<file path="src/rtl/uart_rx_dma.sv">
// UART receive stage: deserialises 8N1 bytes, stores them into DPRAM port B,
// then reports the received length and a status byte to the register block.
module uart_rx_dma #(
    parameter int unsigned CLK_FREQ      = 100000000,
    parameter int unsigned BAUD          = 115200,
    parameter int unsigned IDLE_BITS     = 20,
    parameter logic [7:0]  LEN_REG_ADDR  = 8'h10,
    parameter logic [7:0]  STAT_REG_ADDR = 8'h11
) (
    input  logic        Clk,
    input  logic        Rst_n,
    input  logic        uart_rx,
    input  logic        R_Rx_En,
    input  logic [7:0]  R_Rx_AddrH,
    input  logic [7:0]  R_Rx_AddrL,
    input  logic [7:0]  R_Rx_MaxLen,
    output logic        R_Rx_Busy,
    output logic [14:0] RAM_Addr,
    output logic [7:0]  RAM_Write_Data,
    output logic        RAM_Write_En,
    output logic [7:0]  Reg_Addr,
    output logic [7:0]  Reg_Write_Data,
    output logic        Reg_Write_En
);

    localparam int unsigned BAUD_DIV   = CLK_FREQ / BAUD;
    localparam int unsigned HALF_DIV   = BAUD_DIV / 2;
    localparam int unsigned IDLE_LIMIT = IDLE_BITS * BAUD_DIV;
    localparam int unsigned TW         = $clog2(BAUD_DIV + 1);
    localparam int unsigned IW         = $clog2(IDLE_LIMIT + 1);

    typedef enum logic [2:0] {
        IDLE, ARMED, START, DATA, STOP, STORE, WB_LEN, WB_STAT
    } state_t;

    state_t        state_q, state_d;
    logic          rx_meta, rx_sync, rx_prev;
    logic          en_q;
    logic [TW-1:0] tick_q, tick_d;
    logic [IW-1:0] idle_q, idle_d;
    logic [2:0]    bit_q, bit_d;
    logic [7:0]    shift_q, shift_d;
    logic [14:0]   base_q, base_d;
    logic [8:0]    max_q, max_d;
    logic [8:0]    count_q, count_d;
    logic          ferr_q, ferr_d;
    logic          busy_d;
    logic [14:0]   ram_addr_d;
    logic [7:0]    ram_data_d;
    logic          ram_we_d;
    logic [7:0]    reg_addr_d;
    logic [7:0]    reg_data_d;
    logic          reg_we_d;
    logic          rx_fall;
    logic          abort;
    logic          unused_addr_msb;

    // Only 15 address bits exist on the RAM side.
    assign unused_addr_msb = R_Rx_AddrH[7];

    assign rx_fall = rx_prev & ~rx_sync;
    assign abort   = (state_q inside {ARMED, START, DATA, STOP, STORE}) && !R_Rx_En;

    // State, datapath and registered outputs.
    always_ff @(posedge Clk or negedge Rst_n) begin
        if (!Rst_n) begin
            rx_meta        <= 1'b1;
            rx_sync        <= 1'b1;
            rx_prev        <= 1'b1;
            en_q           <= 1'b0;
            state_q        <= IDLE;
            tick_q         <= '0;
            idle_q         <= '0;
            bit_q          <= '0;
            shift_q        <= '0;
            base_q         <= '0;
            max_q          <= '0;
            count_q        <= '0;
            ferr_q         <= 1'b0;
            R_Rx_Busy      <= 1'b0;
            RAM_Addr       <= '0;
            RAM_Write_Data <= '0;
            RAM_Write_En   <= 1'b0;
            Reg_Addr       <= '0;
            Reg_Write_Data <= '0;
            Reg_Write_En   <= 1'b0;
        end else begin
            rx_meta        <= uart_rx;
            rx_sync        <= rx_meta;
            rx_prev        <= rx_sync;
            en_q           <= R_Rx_En;
            state_q        <= state_d;
            tick_q         <= tick_d;
            idle_q         <= idle_d;
            bit_q          <= bit_d;
            shift_q        <= shift_d;
            base_q         <= base_d;
            max_q          <= max_d;
            count_q        <= count_d;
            ferr_q         <= ferr_d;
            R_Rx_Busy      <= busy_d;
            RAM_Addr       <= ram_addr_d;
            RAM_Write_Data <= ram_data_d;
            RAM_Write_En   <= ram_we_d;
            Reg_Addr       <= reg_addr_d;
            Reg_Write_Data <= reg_data_d;
            Reg_Write_En   <= reg_we_d;
        end
    end

    // Next-state logic; strobes are raised on the transition so they are
    // visible in the same cycle the FSM sits in STORE / WB_LEN / WB_STAT.
    always_comb begin
        state_d    = state_q;
        tick_d     = tick_q;
        idle_d     = idle_q;
        bit_d      = bit_q;
        shift_d    = shift_q;
        base_d     = base_q;
        max_d      = max_q;
        count_d    = count_q;
        ferr_d     = ferr_q;
        busy_d     = R_Rx_Busy;
        ram_addr_d = RAM_Addr;
        ram_data_d = RAM_Write_Data;
        ram_we_d   = 1'b0;
        reg_addr_d = Reg_Addr;
        reg_data_d = Reg_Write_Data;
        reg_we_d   = 1'b0;

        if (abort) begin
            state_d = IDLE;
            busy_d  = 1'b0;
        end else begin
            case (state_q)
                IDLE: begin
                    if (R_Rx_En && !en_q) begin
                        base_d  = {R_Rx_AddrH[6:0], R_Rx_AddrL};
                        max_d   = (R_Rx_MaxLen == 8'd0) ? 9'd256 : {1'b0, R_Rx_MaxLen};
                        count_d = '0;
                        ferr_d  = 1'b0;
                        idle_d  = '0;
                        busy_d  = 1'b1;
                        state_d = ARMED;
                    end
                end
                ARMED: begin
                    if (rx_fall) begin
                        tick_d  = TW'(HALF_DIV);
                        idle_d  = '0;
                        state_d = START;
                    end else if (count_q != 9'd0) begin
                        if (idle_q == IW'(IDLE_LIMIT - 1)) begin
                            reg_addr_d = LEN_REG_ADDR;
                            reg_data_d = count_q[7:0];
                            reg_we_d   = 1'b1;
                            state_d    = WB_LEN;
                        end else begin
                            idle_d = idle_q + IW'(1);
                        end
                    end
                end
                START: begin
                    if (tick_q == '0) begin
                        if (!rx_sync) begin
                            tick_d  = TW'(BAUD_DIV - 1);
                            bit_d   = '0;
                            state_d = DATA;
                        end else begin
                            idle_d  = '0;
                            state_d = ARMED;
                        end
                    end else begin
                        tick_d = tick_q - TW'(1);
                    end
                end
                DATA: begin
                    if (tick_q == '0) begin
                        shift_d = {rx_sync, shift_q[7:1]};
                        tick_d  = TW'(BAUD_DIV - 1);
                        if (bit_q == 3'd7) begin
                            state_d = STOP;
                        end else begin
                            bit_d = bit_q + 3'd1;
                        end
                    end else begin
                        tick_d = tick_q - TW'(1);
                    end
                end
                STOP: begin
                    if (tick_q == '0) begin
                        if (rx_sync) begin
                            ram_addr_d = base_q + 15'(count_q);
                            ram_data_d = shift_q;
                            ram_we_d   = 1'b1;
                            state_d    = STORE;
                        end else begin
                            ferr_d  = 1'b1;
                            idle_d  = '0;
                            state_d = ARMED;
                        end
                    end else begin
                        tick_d = tick_q - TW'(1);
                    end
                end
                STORE: begin
                    count_d = count_q + 9'd1;
                    idle_d  = '0;
                    if (count_d == max_q) begin
                        reg_addr_d = LEN_REG_ADDR;
                        reg_data_d = count_d[7:0];
                        reg_we_d   = 1'b1;
                        state_d    = WB_LEN;
                    end else begin
                        state_d = ARMED;
                    end
                end
                WB_LEN: begin
                    reg_addr_d = STAT_REG_ADDR;
                    reg_data_d = {5'b0, (count_q == max_q), ferr_q, 1'b1};
                    reg_we_d   = 1'b1;
                    state_d    = WB_STAT;
                end
                WB_STAT: begin
                    busy_d  = 1'b0;
                    state_d = IDLE;
                end
                default: begin
                    state_d = IDLE;
                end
            endcase
        end
    end

endmodule

</file>
<file path="config.mk">
export PLATFORM = sky130hd
export DESIGN_NAME = uart_rx_dma
export DESIGN_NICKNAME = d
export VERILOG_FILES = /design/src/rtl/uart_rx_dma.sv
export SDC_FILE = /design/constraint.sdc
export NUM_CORES = 1
export LEC_CHECK = 0
export CAP_MARGIN = 30
export CORE_MARGIN = 5
export CORE_UTILIZATION = 43
export CTS_BUF_LIST = sky130_fd_sc_hd__clkbuf_16
export DETAILED_ROUTE_END_ITERATION = 8
export PLACE_DENSITY = 0.68
export SYNTH_ARGS = -nofsm -noshare
export SYNTH_HDL_FRONTEND = slang
export SYNTH_SLANG_ARGS = --single-unit
</file>
<file path="constraint.sdc">
create_clock -name Clk -period 6.46 [get_ports Clk]
set_input_delay 0.646 -clock Clk [delete_from_list [all_inputs] [get_ports Clk]]
set_output_delay 0.646 -clock Clk [all_outputs]
set_load 0.1 [all_outputs]
</file>
==> impl.org <==
** Power and ir drop
- Power Density :: 349 mW/mm^2
- Switching Power :: 846 uW
- Of the total power, combinational logic draws 0.269.
- Of the total power, the share spent switching nets is 0.324.
- The internal portion of the total power is 1.76 mW.
- Tot Pwr :: 2.61 mW
- The analysis attributes to cell leakage a power of 3.32 nW.
- The share of total power dissipated in the clock network is 0.364.
- Sequential share of power :: 0.367
- Maximum resistive drop on vdd :: 0.186 mV

** Yosys
- Yosys warnings :: 0
- Mapped cell area :: 0.00615 sq mm
- The most used flip-flop cell after synthesis is sky130_fd_sc_hd__dfrtp_1.
- In this run, distinct cell masters in the synthesized netlist total 75.
- Of all flip-flops after synthesis, the portion carrying an async set or reset was 1.00.
- Counting flops and latches in the post-synthesis netlist gives 113.
- A synthesized cell averages 9.65 sq um.
- Counting flops with a built-in enable in the synthesized netlist gives 0.
- Share of synthesized area occupied by flip-flops and latches :: 0.460
- Synthesized instance count :: 637

** Finish
- Area delta synth->final :: 21.6%
- Footprint of the flip-flops and latches :: 0.00283 sq mm
- Summing all multi-input logic gate instances after layout gives 0.00305 sq mm.
- The number of antenna diodes in the final layout is 0.
- Share of cells above drive strength 1 :: 0.116
- Once layout is done, the placed cells without fillers occupy 0.00748 sq mm.
- Commonest non-fill, non-tap cell in the layout :: sky130_fd_sc_hd__dfrtp_1
- # nets final :: 736
- In the layout the commonest cells are sky130_fd_sc_hd__dfrtp_1, sky130_fd_sc_hd__nand2_1, sky130_fd_sc_hd__o21ai_0, sky130_fd_sc_hd__clkdlybuf4s50_1, sky130_fd_sc_hd__nor2_1.
- For this run, the share of the core covered by cells in the final layout is 0.537.
- Counting the fill cells in the layout gives 1233.

** Timing
- The number of max-slew violations in the final report is 0.
- Setup TNS :: 0 ns
- Worst slew pin tran :: 1.01 ns
- Final hold violation count :: 0
- Tightest slew margin relative to the limit :: 0.322
- Across all hold checks on the routed design, the worst slack comes to 0.196 ns.
- Final period utilization :: 0.509
- Layout Skew :: 0.00668 ns
- Count of endpoints failing setup in the final report :: 0
- RSZ-0062 raised after global routing :: no
- Final period demand of the worst path :: 3.29 ns
- Peak clock frequency supported by timing :: 304 MHz

** Worst setup path
- The worst setup path is launched from a register.
- The worst setup path is captured at a register.
- Critical path fanouts, max :: 13
- Critical Path AT :: 3.58 ns
- The worst setup path is of the register to register kind.
- At the worst endpoint, the required time is 6.76 ns.

** Clock network
- The number of clock buffers added by TritonCTS is 17.
- Sinks on the clock net :: 113
- TritonCTS built the clock tree.
- Post-CTS repair changed the size of 0 cells.
- Post CTS Setup Buffer Count :: 0
- The clock reaches the later pin of the worst-skew pair after 0.41 ns.
- Hold buffer count at cts :: 0
- The clock passes through at most 2 buffers.
- CTS H-tree depth :: 4
- Clock slew seen by the registers of the worst setup and hold paths :: 0.05 ns
- The cell sitting at the root of the clock tree is a sky130_fd_sc_hd__clkbuf_16.

** Routing
- For this run, the detailed router's first-pass iteration total came to 5.
- The detailed router placed 4838 vias in this run.
- WL/cell :: 15.7 um
- Routed WL :: 13900 um
- Remaining antenna violation count :: 0
- The first routing iteration left 380 violations.
- In the routed design, unresolved DRC markers number 0.
- Detail-routed via count per cell :: 5.47

** Outcome
- Result of the run :: complete, no violations

** Global route
- The number of antenna violations at the first check in global routing came to 0.
- Across every metal layer, demand over resource in global routing totals 0.175.
- First-pass GRT wire length :: 23400 um
- After global routing the overflow that remains totals 0.
- Number of global-route vias before repair :: 4758
- Entering global routing, the biggest net connects 76 pins.

** Floorplan
- 70 I/O pins were placed.
- Die area :: 0.0168 sq mm
- After floorplanning, the core was divided into 43 placement rows.
- For this configuration, the core starts out at a cell density of 0.441.
- In this run the vertical extent of the chip is 130 um.
- Core area :: 0.0139 sq mm
- In this run the horizontal extent of the chip is 130 um.

** Run
- Across the run, the number of max-cap violations was 0.

** Placement
- The count of buffers added on input and output ports is 62.
- Global placement routability congestion :: 0.895
- The HPWL after detailed placement is 9850 um.
- Instance area after placement :: 0.00685 sq mm

** Min path
- Path category of the worst min-delay check :: input pin to asynchronous set/reset pin
layout make-up:
class                      instances  area share
inverter                          20      0.0100
sequential                       113       0.379
tap                              180      0.0301
clock inverter                    15      0.0234
multi-input combinational        473       0.408
clock buffer                      17      0.0569
timing repair buffer              67      0.0931
power by group through the flow:
stage,clock network [mW],logic [mW],registers (mW)
CTS,0.964,0.702,0.955
detailed placement,0,0.697,0.966
global placement,0,0.667,0.960
finish,0.949,0.703,0.956
global route,1.01,0.779,0.975
floorplan,0,0.543,0.944
critical path, cell delays in order, from the launching register on:
cell and delay (ns):
sky130_fd_sc_hd__dfrtp_1 0.40, sky130_fd_sc_hd__inv_1 0.07, sky130_fd_sc_hd__ha_1 0.20, sky130_fd_sc_hd__nor4b_1 0.54, sky130_fd_sc_hd__and3_1 0.54, sky130_fd_sc_hd__o221a_2 0.28
sky130_fd_sc_hd__a21boi_1 0.47, sky130_fd_sc_hd__buf_4 0.28, sky130_fd_sc_hd__nand2_1 0.11, sky130_fd_sc_hd__o41ai_1 0.28
registers in the layout (all words and copies together) (netlist names):
signal          cells
ferr_q              1
en_q                1
max_q               9
RAM_Addr           15
Reg_Addr            2
RAM_Write_En        1
rx_prev             1
bit_q               3
R_Rx_Busy           1
idle_q             15
tick_q             10
Reg_Write_Data      8
state_q             3
base_q             15
RAM_Write_Data      8
rx_meta             1
count_q             9
shift_q             8
Reg_Write_En        1
rx_sync             1
worst paths after layout:
| path | start | endpoint | slack, ns | cells past startpoint |
|---|---|---|---|---|
| max in group asynchronous | Rst_n | rx_sync | 5.34 | 3 |
| min | Rst_n | RAM_Addr[10] | 0.20 | 1 |
| min reg2reg | rx_meta | rx_sync | 0.36 | 0 |
| max | tick_q[0] | idle_q[8] | 3.17 | 9 |
| min in group Clk | rx_meta | rx_sync | 0.36 | 0 |
| max reg2reg | tick_q[0] | idle_q[8] | 3.17 | 9 |
stage by stage:
step	instances	setup WS [ns]
after floorplan	642	4.04
after global placement	850	2.92
after detailed placement	852	3.12
after CTS	884	3.20
after global routing	885	2.92
final	885	3.17
cell usage after synthesis, types with 3 or more instances:
| library cell | count | area share |
|---|---|---|
| sky130_fd_sc_hd__dfrtp_1 | 110 | 0.45 |
| sky130_fd_sc_hd__nand2_1 | 83 | 0.051 |
| sky130_fd_sc_hd__o21ai_0 | 71 | 0.058 |
| sky130_fd_sc_hd__nor2_1 | 40 | 0.024 |
| sky130_fd_sc_hd__mux2_2 | 31 | 0.057 |
| sky130_fd_sc_hd__a21oi_1 | 22 | 0.018 |
| sky130_fd_sc_hd__nand3_1 | 22 | 0.018 |
| sky130_fd_sc_hd__inv_1 | 18 | 0.011 |
| sky130_fd_sc_hd__xor2_1 | 18 | 0.026 |
| sky130_fd_sc_hd__clkbuf_1 | 16 | 0.0098 |
| sky130_fd_sc_hd__ha_1 | 15 | 0.031 |
| sky130_fd_sc_hd__o31ai_1 | 14 | 0.017 |
| sky130_fd_sc_hd__and3_1 | 13 | 0.013 |
| sky130_fd_sc_hd__xnor2_1 | 12 | 0.017 |
| sky130_fd_sc_hd__nand2b_1 | 11 | 0.011 |
| sky130_fd_sc_hd__and2_1 | 8 | 0.0081 |
| sky130_fd_sc_hd__nand4_1 | 8 | 0.0081 |
| sky130_fd_sc_hd__a22o_1 | 7 | 0.010 |
| sky130_fd_sc_hd__buf_4 | 6 | 0.0073 |
| sky130_fd_sc_hd__nor2b_1 | 6 | 0.0061 |
| sky130_fd_sc_hd__nor3_1 | 6 | 0.0049 |
| sky130_fd_sc_hd__nor4_1 | 6 | 0.0061 |
| sky130_fd_sc_hd__a21o_1 | 5 | 0.0061 |
| sky130_fd_sc_hd__buf_2 | 5 | 0.0041 |
| sky130_fd_sc_hd__a31oi_1 | 4 | 0.0041 |
| sky130_fd_sc_hd__buf_6 | 4 | 0.0073 |
| sky130_fd_sc_hd__a211o_1 | 3 | 0.0043 |
| sky130_fd_sc_hd__buf_1 | 3 | 0.0018 |
| sky130_fd_sc_hd__dfstp_2 | 3 | 0.013 |
| sky130_fd_sc_hd__o21bai_1 | 3 | 0.0037 |
| sky130_fd_sc_hd__o41ai_1 | 3 | 0.0043 |
| sky130_fd_sc_hd__or3_1 | 3 | 0.0031 |
kinds of logic (layout without fill, tap and decap cells):
group                    after synthesis  in the layout  synth area share
AO/OA/AOI/OAI                        158            158             0.165
buffers and inverters                 56            119            0.0470
multiplexers                          35             35            0.0649
XOR/XNOR                              31             31            0.0454
adder cells (fa/ha/maj)               16             16            0.0338
flip-flops                           113            113             0.460
other                                  1              6          0.000610
AND/OR/NAND/NOR                      227            227             0.183
metal layers:
layer	part of all wire	vias up	track usage
met5	0	-	0
met4	0.021	0	0.0642
met3	0.044	20	0.0437
met2	0.48	120	0.275
met1	0.45	2331	0.234
li1	-	2367	-
Note: power is estimated with default switching activity, not from simulation.
